$ cat src/rtl/spi_slave.sv
// SPI responder: oversampled sclk/cs_n/mosi, modes 0-3, MSB first.
// One-word TX holding register in front of the shifter; RX word on valid/ready.
module spi_slave #(
    parameter int                    DATA_WIDTH   = 8,
    parameter int                    SYNC_STAGES  = 2,
    parameter logic [DATA_WIDTH-1:0] TX_IDLE_WORD = '0
) (
    input  logic                  clk_i,
    input  logic                  rst_i,
    input  logic                  cpol_i,
    input  logic                  cpha_i,
    input  logic                  spi_sclk_i,
    input  logic                  spi_cs_n_i,
    input  logic                  spi_mosi_i,
    output logic                  spi_miso_o,
    output logic                  spi_miso_oe_o,
    input  logic [DATA_WIDTH-1:0] tx_data_i,
    input  logic                  tx_valid_i,
    output logic                  tx_ready_o,
    output logic [DATA_WIDTH-1:0] rx_data_o,
    output logic                  rx_valid_o,
    input  logic                  rx_ready_i,
    output logic                  frame_end_o,
    output logic                  tx_underrun_o,
    output logic                  rx_overflow_o,
    output logic                  frame_err_o
);

    localparam int CW = $clog2(DATA_WIDTH + 1);

    typedef enum logic {
        S_IDLE,
        S_ACTIVE
    } state_t;

    state_t r_state;
    state_t w_state_nxt;

    logic [SYNC_STAGES-1:0] r_sclk_sync;
    logic [SYNC_STAGES-1:0] r_cs_sync;
    logic [SYNC_STAGES-1:0] r_mosi_sync;
    logic [SYNC_STAGES-1:0] r_cs_vld;
    logic                   r_sclk_prev;
    logic                   r_cs_prev;
    logic                   r_cs_armed;

    logic                   r_cpol;
    logic                   r_cpha;
    logic [DATA_WIDTH-1:0]  r_tx_hold;
    logic                   r_tx_full;
    logic [DATA_WIDTH-1:0]  r_tx_shift;
    logic [DATA_WIDTH-1:0]  r_rx_shift;
    logic [DATA_WIDTH-1:0]  r_rx_data;
    logic                   r_rx_valid;
    logic [CW-1:0]          r_bitcnt;
    logic                   r_load_pend;
    logic                   r_miso;
    logic                   r_oe;
    logic                   r_frame_end;
    logic                   r_frame_err;
    logic                   r_underrun;
    logic                   r_overflow;

    logic                   w_sclk;
    logic                   w_cs;
    logic                   w_mosi;
    logic                   w_sclk_edge;
    logic                   w_lead;
    logic                   w_trail;
    logic                   w_cs_fall;
    logic                   w_cs_rise;
    logic                   w_start;
    logic                   w_stop;
    logic                   w_sample;
    logic                   w_shift;
    logic                   w_load;
    logic                   w_tx_acc;
    logic                   w_word_done;
    logic [CW-1:0]          w_bitcnt_inc;
    logic [DATA_WIDTH-1:0]  w_load_word;
    logic [DATA_WIDTH-1:0]  w_rx_word;

    assign w_sclk = r_sclk_sync[SYNC_STAGES-1];
    assign w_cs   = r_cs_sync[SYNC_STAGES-1];
    assign w_mosi = r_mosi_sync[SYNC_STAGES-1];

    assign w_sclk_edge = w_sclk ^ r_sclk_prev;
    assign w_lead      = w_sclk_edge & (w_sclk ^ r_cpol);
    assign w_trail     = w_sclk_edge & ~(w_sclk ^ r_cpol);
    // A fall only counts once a real high level has been seen after reset
    assign w_cs_fall   = r_cs_armed & r_cs_prev & ~w_cs;
    assign w_cs_rise   = ~r_cs_prev & w_cs;

    always_ff @(posedge clk_i) begin
        if (rst_i) begin
            r_sclk_sync <= {SYNC_STAGES{cpol_i}};
            r_cs_sync   <= {SYNC_STAGES{1'b1}};
            r_mosi_sync <= '0;
            r_cs_vld    <= '0;
            r_sclk_prev <= cpol_i;
            r_cs_prev   <= 1'b1;
            r_cs_armed  <= 1'b0;
        end else begin
            r_sclk_sync <= {r_sclk_sync[SYNC_STAGES-2:0], spi_sclk_i};
            r_cs_sync   <= {r_cs_sync[SYNC_STAGES-2:0], spi_cs_n_i};
            r_mosi_sync <= {r_mosi_sync[SYNC_STAGES-2:0], spi_mosi_i};
            r_cs_vld    <= {r_cs_vld[SYNC_STAGES-2:0], 1'b1};
            r_sclk_prev <= w_sclk;
            r_cs_prev   <= w_cs;
            r_cs_armed  <= r_cs_armed | (r_cs_vld[SYNC_STAGES-1] & w_cs);
        end
    end

    always_ff @(posedge clk_i) begin
        if (rst_i) begin
            r_state <= S_IDLE;
        end else begin
            r_state <= w_state_nxt;
        end
    end

    always_comb begin
        w_state_nxt = r_state;
        w_start     = 1'b0;
        w_stop      = 1'b0;
        w_sample    = 1'b0;
        w_shift     = 1'b0;
        unique case (r_state)
            S_IDLE: begin
                if (w_cs_fall) begin
                    w_state_nxt = S_ACTIVE;
                    w_start     = 1'b1;
                end
            end
            S_ACTIVE: begin
                if (w_cs_rise) begin
                    w_state_nxt = S_IDLE;
                    w_stop      = 1'b1;
                end else begin
                    w_sample = r_cpha ? w_trail : w_lead;
                    w_shift  = r_cpha ? w_lead : w_trail;
                end
            end
        endcase
    end

    assign w_tx_acc     = tx_valid_i & ~r_tx_full;
    assign w_load       = w_start | (w_shift & r_load_pend);
    assign w_load_word  = r_tx_full ? r_tx_hold : TX_IDLE_WORD;
    assign w_rx_word    = {r_rx_shift[DATA_WIDTH-2:0], w_mosi};
    assign w_bitcnt_inc = r_bitcnt + CW'(1);
    assign w_word_done  = w_sample & (w_bitcnt_inc == CW'(DATA_WIDTH));

    always_ff @(posedge clk_i) begin
        if (rst_i) begin
            r_cpol      <= cpol_i;
            r_cpha      <= cpha_i;
            r_tx_hold   <= '0;
            r_tx_full   <= 1'b0;
            r_tx_shift  <= '0;
            r_rx_shift  <= '0;
            r_rx_data   <= '0;
            r_rx_valid  <= 1'b0;
            r_bitcnt    <= '0;
            r_load_pend <= 1'b0;
            r_miso      <= 1'b0;
            r_oe        <= 1'b0;
            r_frame_end <= 1'b0;
            r_frame_err <= 1'b0;
            r_underrun  <= 1'b0;
            r_overflow  <= 1'b0;
        end else begin
            r_frame_end <= 1'b0;
            r_frame_err <= 1'b0;
            r_underrun  <= 1'b0;
            r_overflow  <= 1'b0;

            if (r_state == S_IDLE) begin
                r_cpol <= cpol_i;
                r_cpha <= cpha_i;
            end

            if (w_tx_acc) begin
                r_tx_hold <= tx_data_i;
                r_tx_full <= 1'b1;
            end else if (w_load) begin
                r_tx_full <= 1'b0;
            end
            if (w_load && !r_tx_full) begin
                r_underrun <= 1'b1;
            end

            if (r_rx_valid && rx_ready_i) begin
                r_rx_valid <= 1'b0;
            end

            if (w_stop) begin
                r_oe        <= 1'b0;
                r_miso      <= 1'b0;
                r_tx_shift  <= '0;
                r_rx_shift  <= '0;
                r_bitcnt    <= '0;
                r_load_pend <= 1'b0;
                r_frame_end <= 1'b1;
                r_frame_err <= (r_bitcnt != '0);
            end else if (w_start) begin
                r_oe        <= 1'b1;
                r_bitcnt    <= '0;
                r_rx_shift  <= '0;
                r_load_pend <= 1'b0;
                r_miso      <= w_load_word[DATA_WIDTH-1];
                // CPHA=1 keeps the MSB in the shifter so the first leading edge re-presents it
                r_tx_shift  <= r_cpha ? w_load_word
                                      : {w_load_word[DATA_WIDTH-2:0], 1'b0};
            end else begin
                if (w_sample) begin
                    r_rx_shift <= w_rx_word;
                    if (w_word_done) begin
                        r_bitcnt    <= '0;
                        r_load_pend <= 1'b1;
                        if (!r_rx_valid || rx_ready_i) begin
                            r_rx_data  <= w_rx_word;
                            r_rx_valid <= 1'b1;
                        end else begin
                            r_overflow <= 1'b1;
                        end
                    end else begin
                        r_bitcnt <= w_bitcnt_inc;
                    end
                end
                if (w_shift) begin
                    if (r_load_pend) begin
                        r_load_pend <= 1'b0;
                        r_miso      <= w_load_word[DATA_WIDTH-1];
                        r_tx_shift  <= {w_load_word[DATA_WIDTH-2:0], 1'b0};
                    end else begin
                        r_miso      <= r_tx_shift[DATA_WIDTH-1];
                        r_tx_shift  <= {r_tx_shift[DATA_WIDTH-2:0], 1'b0};
                    end
                end
            end
        end
    end

    assign spi_miso_o    = r_miso;
    assign spi_miso_oe_o = r_oe;
    assign tx_ready_o    = ~r_tx_full;
    assign rx_data_o     = r_rx_data;
    assign rx_valid_o    = r_rx_valid;
    assign frame_end_o   = r_frame_end;
    assign frame_err_o   = r_frame_err;
    assign tx_underrun_o = r_underrun;
    assign rx_overflow_o = r_overflow;

endmodule

$ cat config.mk
export PLATFORM = sky130hd
export DESIGN_NAME = spi_slave
export DESIGN_NICKNAME = d
export VERILOG_FILES = /design/src/rtl/spi_slave.sv
export SDC_FILE = /design/constraint.sdc
export NUM_CORES = 1
export LEC_CHECK = 0
export CORE_UTILIZATION = 53
export DETAILED_ROUTE_END_ITERATION = 8
export GPL_ROUTABILITY_DRIVEN = 0
export PLACE_DENSITY = 0.82
export SYNTH_ARGS = -nofsm -noshare
export SYNTH_HDL_FRONTEND = slang
export SYNTH_SLANG_ARGS = --single-unit
export TNS_END_PERCENT = 30
$ cat constraint.sdc
create_clock -name clk_i -period 2.7 [get_ports clk_i]
set_input_delay 0.54 -clock clk_i [delete_from_list [all_inputs] [get_ports clk_i]]
set_output_delay 0.54 -clock clk_i [all_outputs]
set_load 0.005 [all_outputs]
==> flow_summary_export.csv <==
group,metric,value,unit
clock_network,clk_latency,0.34,ns
critical_path,crit_path_start,"r_cpha$_DFFE_PP_",
timing,post-route-period-util,0.786,
timing,post-route-min-period,2.12,ns
layout,layout_common_cells,"dfxtp_1 (56), clkdlybuf4s50_1 (32), nand2_1 (27)",
synthesis,post_synth_num_cell_types,41,
synthesis,synth_seq_cells,58,
critical_path,r2r_slack,0.58,ns
critical_path,worstReg2RegStart,"r_cpha$_DFFE_PP_",
synthesis,async_reset_ff_frac,0,
pwr,peakVddDrop,0.333,mV
placed_design,port_buffers,32,
synthesis,synth_top_cell_by_area,"dfxtp_1",
synthesis,synth-compound-area-share,0.165,
synthesis,synth.top_cell.area_share,0.449,
synthesis,synth_area,2490,um^2
drt,avgViaCountPerCell,5.65,
clock_network,root_buffer,"clkbuf_8",
clock_network,path_clk_slew,0.06,ns
pwr,cellLeakagePower,1.09,nW
layout,final_common_cell,"dfxtp_1",
placed_design,hpwl,3.55,mm
critical_path,critPathCaptureType,"flop",
clock_network,ctsHoldBuffers,0,
clock_network,post-cts-setup-buffer-count,0,
drt,via_count,2069,
synthesis,synth_adder_area_share,0.0150,
synthesis,ys_seq_area_frac,0.473,
drt,wl,5.24,mm
floorplanning,dieWidth,70.6,um
critical_path,worst_r2r_endpoint,"r_bitcnt[2]$_SDFFE_PP0N_",
critical_path,worstSetupStartpointType,"flop",
synthesis,synthFlopType,"dfxtp_1",
synthesis,synth_fp_nets,300,
floorplanning,num_io_pins,33,
synthesis,synth_mux_area_frac,0.0662,
critical_path,crit_required,2.93,ns
floorplanning,die_h,70.6,um
clock_network,cts_sinks,58,
synthesis,synth_top_family_by_area,"simple AND/OR/NAND/NOR gates",
critical_path,arrival,2.35,ns
synthesis,synthCells,280,
global_routing,grt_max_degree,32,
pwr,power_density,560,nW/um^2
global_routing,grt.total_usage,0.235,
timing,setup_tns,0,ns
layout,fin_nets,330,
timing,hold_viol,0,
global_routing,antenna_found_initial,0,
synthesis,yosysWarnings,0,
synthesis,syn_area_per_cell,8.91,um^2
min_path,worstHoldPathType,"reg2reg",
outcome,outcome,"finished, violations left",
synthesis,synth-simple-area-share,0.218,
layout,synthToLayoutAreaGrowth,19.8,%
global_routing,grt_overflow,0,
synthesis,synthTopCellsByArea,"dfxtp_1 (45%), mux2i_1 (6.0%), a21oi_1 (5.2%)",
floorplanning,die_area,4990,um^2
timing,setup_viol,0,
drt,drt_iter0_drc,153,
drt,post_drt_wl_per_cell,14.3,um
timing,final.setup_skew,0.00561,ns
floorplanning,core_area,4440,um^2
synthesis,synth_xor_area_frac,0.00652,
floorplanning,start_util,0.561,
clock_network,cts_tree,"done",
timing,rsz0062_at_grt,"no",
clock_network,htree_levels,3,
critical_path,endpoint,"r_bitcnt[2]$_SDFFE_PP0N_",
timing,fmax,0.471,GHz
global_routing,grt_pass1_wl,9.12,mm
critical_path,reg2reg_depth,5,
timing,slew_headroom,0.574,
synthesis,synth_edf_count,2,
pwr,finalPower,0.00167,W
floorplanning,fp-row-count,24,
global_routing,grt_pass1_vias,2057,
outcome,violations,"DRC",
clock_network,clk_path_buf_depth,2,
clock_network,numCtsBuffers,9,
job,maxCapViolations,0,
drt,first_pass_iters,7,
critical_path,path_max_fanout,19,
drt,drc_errors,6,
layout,antennaDiodeCount,0,
critical_path,path_class,"reg2reg",
timing,drv_slew,0,
drt,ant_nets,0,
clock_network,cts-resized-gates,0,
layout,drive_above_1_share,0.0860,
timing,tightest_slew,0.638,ns
[per-stage QoR]
step	utilization	cells	area, um^2	setup WS, ns	hold WS, ns
5_1_grt	0.673	366	2990	0.384	0.445
4_1_cts	0.673	366	2990	0.598	0.429
2_1_floorplan	-	280	2490	0.991	0.389
3_3_place_gp	0.637	351	2830	0.665	0.391
3_5_place_dp	0.637	351	2830	0.611	0.405
6_report	0.673	366	2990	0.576	0.420
[per-layer routing]
metal  GRT usage  wire length (um)
met3      0.0442               185
met4       0.127               129
met1       0.288              2410
met2       0.393              2510
met5           0                 0
[where the power goes]
part           internal, W  switching, W  total [W]
Clock             0.000355      0.000308   0.000663
Sequential        0.000882     0.0000193   0.000902
Combinational    0.0000546     0.0000553   0.000110
Total              0.00129      0.000383    0.00167
[flip-flops by register name, indices dropped and copies added (netlist names), 2 cells and up]
signal	cells
r_tx_shift	8
r_cs_vld	2
r_mosi_sync	2
r_cs_sync	2
r_rx_shift	7
rx_data_o	8
r_bitcnt	4
r_tx_hold	8
r_sclk_sync	2
[kinds of logic (layout without fill, tap and decap cells)]
family,after synthesis,after routing
buffers and inverters,30,64
DFF,58,58
xor gates and xnor gates,1,1
and+or+nand+nor,106,106
adders and majority gates,3,3
muxes,16,16
AOI/OAI and AO/OA,66,66
[synthesized netlist by cell type, types with 8 or more instances]
library cell and instances:
nand4_1 9, dfxtp_1 56, a211oi_1 11, inv_1 10, nand2_1 27, mux2i_1 15, nand3_1 10, and3_1 8
nor2_1 24, a21oi_1 26, o31ai_1 8, clkbuf_1 8
[how the worst min path moves through the flow]
stage	from	endpoint	slack, ns	cells past startpoint
global route	r_cs_sync[0]$_SDFF_PP1_	r_cs_sync[1]$_SDFF_PP1_	0.45	1
detailed placement	r_cs_sync[0]$_SDFF_PP1_	r_cs_sync[1]$_SDFF_PP1_	0.40	1
CTS	r_cs_sync[0]$_SDFF_PP1_	r_cs_sync[1]$_SDFF_PP1_	0.43	1
floorplan	r_cs_sync[0]$_SDFF_PP1_	r_cs_sync[1]$_SDFF_PP1_	0.39	1
finish	r_cs_sync[0]$_SDFF_PP1_	r_cs_sync[1]$_SDFF_PP1_	0.42	1
global placement	r_cs_sync[0]$_SDFF_PP1_	r_cs_sync[1]$_SDFF_PP1_	0.39	1
[critical path: stages, from the launching register on]
cell and delay [ns]:
edfxtp_1 0.59, xor2_2 0.25, mux2_4 0.24, and2b_1 0.54
a211oi_1 0.17, a31o_2 0.23
[cell type report]
type / count / area [um^2]
fill: 368 / 1460
sequential: 58 / 1180
tap: 52 / 65.1
multi-input combinational: 192 / 1180
clock buffer: 15 / 156
inverter: 11 / 41.3
timing repair buffer: 38 / 365
Power figures use the tool's default switching activity.
